==> config.mk <==
export PLATFORM = sky130hd
export DESIGN_NAME = data_lsu
export DESIGN_NICKNAME = d
export VERILOG_FILES = /design/src/rtl/lsu_pkg.sv /design/src/rtl/lsu_align.sv /design/src/rtl/data_lsu.sv
export SDC_FILE = /design/constraint.sdc
export NUM_CORES = 1
export LEC_CHECK = 0
export ABC_AREA = 0
export BUFFER_PORTS_ARGS = -buffer_cell sky130_fd_sc_hd__buf_2
export CAP_MARGIN = 20
export CORE_MARGIN = 2
export CORE_UTILIZATION = 50
export DETAILED_ROUTE_END_ITERATION = 12
export GPL_ROUTABILITY_DRIVEN = 0
export PLACE_DENSITY = 0.77
export SYNTH_ARGS = -nofsm -noshare
export SYNTH_HDL_FRONTEND = slang
export SYNTH_SLANG_ARGS = --single-unit
==> constraint.sdc <==
create_clock -name clk -period 4.3 [get_ports clk]
set_clock_uncertainty 0.1 [all_clocks]
set_input_delay 1.29 -clock clk [delete_from_list [all_inputs] [get_ports clk]]
set_output_delay 1.29 -clock clk [all_outputs]
set_load 0.005 [all_outputs]
==> src/rtl/lsu_pkg.sv <==
// Shared types for the data load/store unit: access-size codes and FSM states.
package lsu_pkg;

    typedef enum logic [2:0] {
        LSU_B  = 3'b000,
        LSU_H  = 3'b001,
        LSU_W  = 3'b010,
        LSU_BU = 3'b100,
        LSU_HU = 3'b101
    } lsu_size_e;

    typedef enum logic [1:0] {
        IDLE  = 2'd0,
        WRITE = 2'd1,
        RESP  = 2'd2
    } lsu_state_e;

endpackage

==> src/rtl/lsu_align.sv <==
// Lane selection for sub-word accesses: load extraction/extension, store merge
// into the current RAM word, and alignment checking.
module lsu_align
    import lsu_pkg::*;
(
    input  logic [2:0]  size,
    input  logic [1:0]  addr_lo,
    input  logic [31:0] mem_word,
    input  logic [31:0] store_data,
    output logic [31:0] load_val,
    output logic [31:0] store_word,
    output logic        misaligned
);

    logic [7:0]  byte_lane;
    logic [15:0] half_lane;

    always_comb begin
        byte_lane = mem_word[{addr_lo, 3'b000} +: 8];
        half_lane = mem_word[{addr_lo[1], 4'b0000} +: 16];

        load_val = mem_word;
        case (size)
            LSU_B:   load_val = {{24{byte_lane[7]}}, byte_lane};
            LSU_BU:  load_val = {24'd0, byte_lane};
            LSU_H:   load_val = {{16{half_lane[15]}}, half_lane};
            LSU_HU:  load_val = {16'd0, half_lane};
            default: load_val = mem_word;
        endcase

        // Sub-word stores keep the untouched lanes of the word just read.
        store_word = store_data;
        case (size)
            LSU_B: begin
                store_word = mem_word;
                store_word[{addr_lo, 3'b000} +: 8] = store_data[7:0];
            end
            LSU_H: begin
                store_word = mem_word;
                store_word[{addr_lo[1], 4'b0000} +: 16] = store_data[15:0];
            end
            default: store_word = store_data;
        endcase

        misaligned = 1'b0;
        if ((size == LSU_H || size == LSU_HU) && addr_lo[0])
            misaligned = 1'b1;
        if (size == LSU_W && addr_lo != 2'b00)
            misaligned = 1'b1;
    end

endmodule

==> src/rtl/data_lsu.sv <==
// Load/store unit between the core memory stage and a word-addressed RAM with
// asynchronous read and synchronous whole-word write.
module data_lsu
    import lsu_pkg::*;
#(
    parameter int WIDTH = 32,
    parameter int DEPTH = 256
) (
    input  logic             clk,
    input  logic             rst_n,
    input  logic             core_req,
    input  logic             core_we,
    input  logic [2:0]       core_size,
    input  logic [WIDTH-1:0] core_addr,
    input  logic [WIDTH-1:0] core_wd,
    output logic [WIDTH-1:0] core_rd,
    output logic             core_stall,
    output logic             core_err,
    output logic [WIDTH-1:0] mem_a,
    output logic [WIDTH-1:0] mem_wd,
    output logic             mem_we,
    input  logic [WIDTH-1:0] mem_rd
);

    lsu_state_e       state;
    logic [WIDTH-1:0] rd_q;
    logic [WIDTH-1:0] wd_q;
    logic [WIDTH-1:0] addr_q;

    logic [WIDTH-1:0] aligned_addr;
    logic [WIDTH-1:0] load_val;
    logic [WIDTH-1:0] store_word;
    logic             misaligned;
    logic             bad_code;
    logic             bad_store;
    logic             out_of_range;
    logic             legal;
    logic             req_idle;

    lsu_align u_align (
        .size       (core_size),
        .addr_lo    (core_addr[1:0]),
        .mem_word   (mem_rd),
        .store_data (core_wd),
        .load_val   (load_val),
        .store_word (store_word),
        .misaligned (misaligned)
    );

    always_comb begin
        aligned_addr = {core_addr[WIDTH-1:2], 2'b00};
        bad_code     = core_size inside {3'b011, 3'b110, 3'b111};
        bad_store    = core_we && (core_size == LSU_BU || core_size == LSU_HU);
        out_of_range = core_addr[WIDTH-1:2] >= (WIDTH-2)'(DEPTH);
        legal        = !(bad_code || bad_store || misaligned || out_of_range);

        // Gating with rst_n keeps the handshake quiet while reset is held.
        req_idle   = rst_n && (state == IDLE) && core_req;
        core_stall = req_idle && legal;
        core_err   = req_idle && !legal;

        mem_a = '0;
        if (state == WRITE)
            mem_a = addr_q;
        else if (core_stall)
            mem_a = aligned_addr;

        mem_we = (state == WRITE);
        mem_wd = (state == WRITE) ? wd_q : '0;
    end

    assign core_rd = rd_q;

    always_ff @(posedge clk or negedge rst_n) begin
        if (!rst_n) begin
            state  <= IDLE;
            rd_q   <= '0;
            wd_q   <= '0;
            addr_q <= '0;
        end else begin
            case (state)
                IDLE: begin
                    if (core_req && legal) begin
                        if (core_we) begin
                            wd_q   <= store_word;
                            addr_q <= aligned_addr;
                            state  <= WRITE;
                        end else begin
                            rd_q  <= load_val;
                            state <= RESP;
                        end
                    end
                end
                WRITE:   state <= IDLE;
                RESP:    state <= IDLE;
                default: state <= IDLE;
            endcase
        end
    end

endmodule

==> summary.md <==
| Metric | Value |
|---|---|
| TritonRoute pass-1 iters | `6` |
| DRT iter0 DRCs | `497` |
| Seq/Total Area, Yosys | `42.1%` |
| Hold EP | `addr_q[18]` |
| Hold path startpoint | `addr_q[18]` |
| Reg-to-Reg End | `wd_q[13]` |
| Post-synth EDFFs | `0` |
| Peak supply drop | `roughly 0.00021 V` |
| # resized after CTS | `0` |
| H-tree depth | `3` |
| Grt total ovfl | `0` |
| Max Slew Vio Count | `0` |
| Sink Count | `between 90 and 100` |
| # setup viols final | `0` |
| Hold/Removal Path Class | `reg2reg` |
| Final HPWL DP | `about 12000 um` |
| Placed cells | `853` |
| CP Launch Type | `input pin` |
| Die area | `12300 um^2` |
| Hold Buf Count CTS | `0` |
| Final Hold Viols | `0` |
| Worst reg2reg path depth | `5` |
| CP max stage delay | `between 0.3 and 0.4 ns` |
| Hold path depth | `1` |
| Max Cap Violations | `0` |
| Setup WS post-layout | `roughly 0.071 ns` |
| CP top delay family | `simple AND/OR/NAND/NOR gates` |
| Drt drc | `0` |
| Number of vias per cell | `5.73` |
| Max Clk Rate | `between 200 and 250 MHz` |
| DR vias | `5000` |
| Largest net degree at the start of global routing | `65` |
| Post-layout nets | `between 800 and 900` |
| Synth Register Bits | `between 90 and 100` |
| Root Driver | `clkbuf_16` |
| Final Cycle Share | `98.4%` |
| Port Buffer Count | `199` |
| Worst path required time | `just under 3 ns` |
| Reg clk slew, reported paths | `~0.07 ns` |
| Core Rows | `39` |
| Routed Antenna Nets | `0` |
| Power per cell area | `272 nW/um^2` |
| Relative slew slack | `between 30% and 40%` |
| Placement Setup Slack | `roughly 0.055 ns` |
| Leakage Power | `0.00400 uW` |
| Cell area after synthesis | `roughly 5700 um^2` |
| Die width | `approximately 110 um` |
| Buf+Inv Stages, Crit Path | `3` |
| Cell with the most instances after synthesis | `dfrtp_1` |
| Syn Inst Count | `537` |
| Post-route insts no fill | `between 800 and 900` |
| Vias in the first global route | `4812` |
| Ports | `202` |
| Synth cell types | `40` |
| CP Max Fanout | `9` |
| Area leader, netlist | `dfrtp_1` |
| Area grow syn2layout | `25.2%` |
| YS warnings | `0` |
| Async SR Flop Fraction | `100%` |
| Initial antenna violation count | `1` |
| Most instantiated cells after synthesis | `96 x dfrtp_1, 77 x and2_1, 37 x mux2_4` |
| DR WL/cell | `approximately 19 um` |
| # Post-CTS Setup Buffers | `0` |
| Final Hold Slack | `0.377 ns` |
| Main synth FF type | `dfrtp_1` |
| Synth top area cells | `dfrtp_1 42%, mux2_4 9.7%, and2_1 8.4%` |
| Core area | `between 10000 and 15000 um^2` |
| Layout cells sized above 1 | `a little over two fifths` |
| Worst skew pair latency | `around 0.35 ns` |
| Critical Path Most Common Cell | `buf_2` |
| Reg2Reg Launch Point | `state[1]` |
| Cell depth of the worst setup path | `8` |
| Syn_area_per_cell | `between 10 and 15 um^2` |
| Tmin final | `roughly 4.2 ns` |
| Area share of the largest cell type after synthesis | `42.1%` |
| Total power | `1950 uW` |
| Longest Clk Path Bufs | `2` |
| Filler instances | `slightly above 900` |
| Kind of critical path | `in2out` |
| Status | `complete, no violations` |
| Worst R2R Setup Slack | `slightly below 2 ns` |
| Worst-margin pin slew | `roughly 0.98 ns` |
| Die height | `111 um` |
| CTS tree | `done` |
| Initial core utilization | `50.6%` |
| Slowest cell on the critical path | `nor4_1` |
| GRT Total Usage | `26.6%` |
| Final wirelength | `~17000 um` |
| First-pass GRT wire length | `between 20000 and 30000 um` |
| Worst-path cell chain | `buf_2 > nor4_1 > nand4_1 > a41o_1 > nor3_4 > buf_12 > a22o_1 > buf_2` |
| CP Capture Type | `primary output` |
| CTS Buf Count | `9` |
| CP arrival | `~2.8 ns` |
layer usage:
layer | vias to the layer above | wire, um | share of wire [%] | track usage (%)
met2 | 259 | 7730 | 47 | 43.1
met5 | - | 0 | 0 | 0
met4 | 0 | 607 | 3.7 | 10.3
met1 | 2387 | 6720 | 40 | 34.7
li1 | 2309 | - | - | -
met3 | 45 | 1540 | 9.3 | 6.62
cells by family after synthesis:
logic type                 share of synthesized area [%]
and+or+nand+nor                                     16.3
muxes                                               21.3
buffers and inverters                               4.71
DFF                                                 42.1
adders and majority gates                           1.10
other                                             0.0657
AOI/OAI and AO/OA                                   14.5
flip-flops by register name, summed over array words and instances, names as in the netlist:
| signal | cells |
|---|---|
| core_rd | 32 |
| wd_q | 32 |
| addr_q | 30 |
| state | 2 |
where the power goes:
group / switching, uW / internal (uW)
clock network: 378 / 403
logic: 157 / 107
registers: 0.000326 / 902
total: 535 / 1410
placed cells by master, fill, tap and decap left out, types with 4 or more instances in the layout:
cell and instances:
inv_1 14, ha_1 5, nand2b_1 4, buf_4 16, mux2i_1 31, mux2_2 29
nor4_1 10, nand2_1 36, a221o_1 23, and2_1 77, nor2b_1 4, o22ai_1 14
nor2_1 17, dfrtp_1 96, a21oi_1 32, nor3_1 9, a22o_1 31, clkbuf_16 9
mux2_4 37, buf_2 198
how the worst max path moves through the flow:
| stage | from | end |
|---|---|---|
| floorplan | core_addr[1] | mem_a[2] |
| global placement | core_addr[11] | mem_a[3] |
| detailed placement | core_addr[11] | mem_a[8] |
| CTS | core_addr[11] | mem_a[8] |
| global route | core_addr[11] | mem_a[8] |
| finish | core_addr[11] | mem_a[8] |
layout make-up:
type	instances	area [um^2]	share of cell area [%]
Inverter	15	56.3	0.788
Sequential cell	96	2400	33.6
Clock inverter	7	62.6	0.875
Clock buffer	9	225	3.15
Multi-Input combinational cell	385	3070	42.9
Antenna cell	1	2.50	0.0350
Tap cell	143	179	2.50
Timing Repair Buffer	217	1160	16.2
stage by stage:
stage,cell area (um^2),utilization (%),setup TNS (ns)
after global placement,6810,60.5,0
after floorplan,5720,-,0
after global routing,7150,63.4,-0.0179
after CTS,7100,63.0,0
after detailed placement,6810,60.5,0
final,7150,63.4,0
Power figures use the tool's default switching activity.
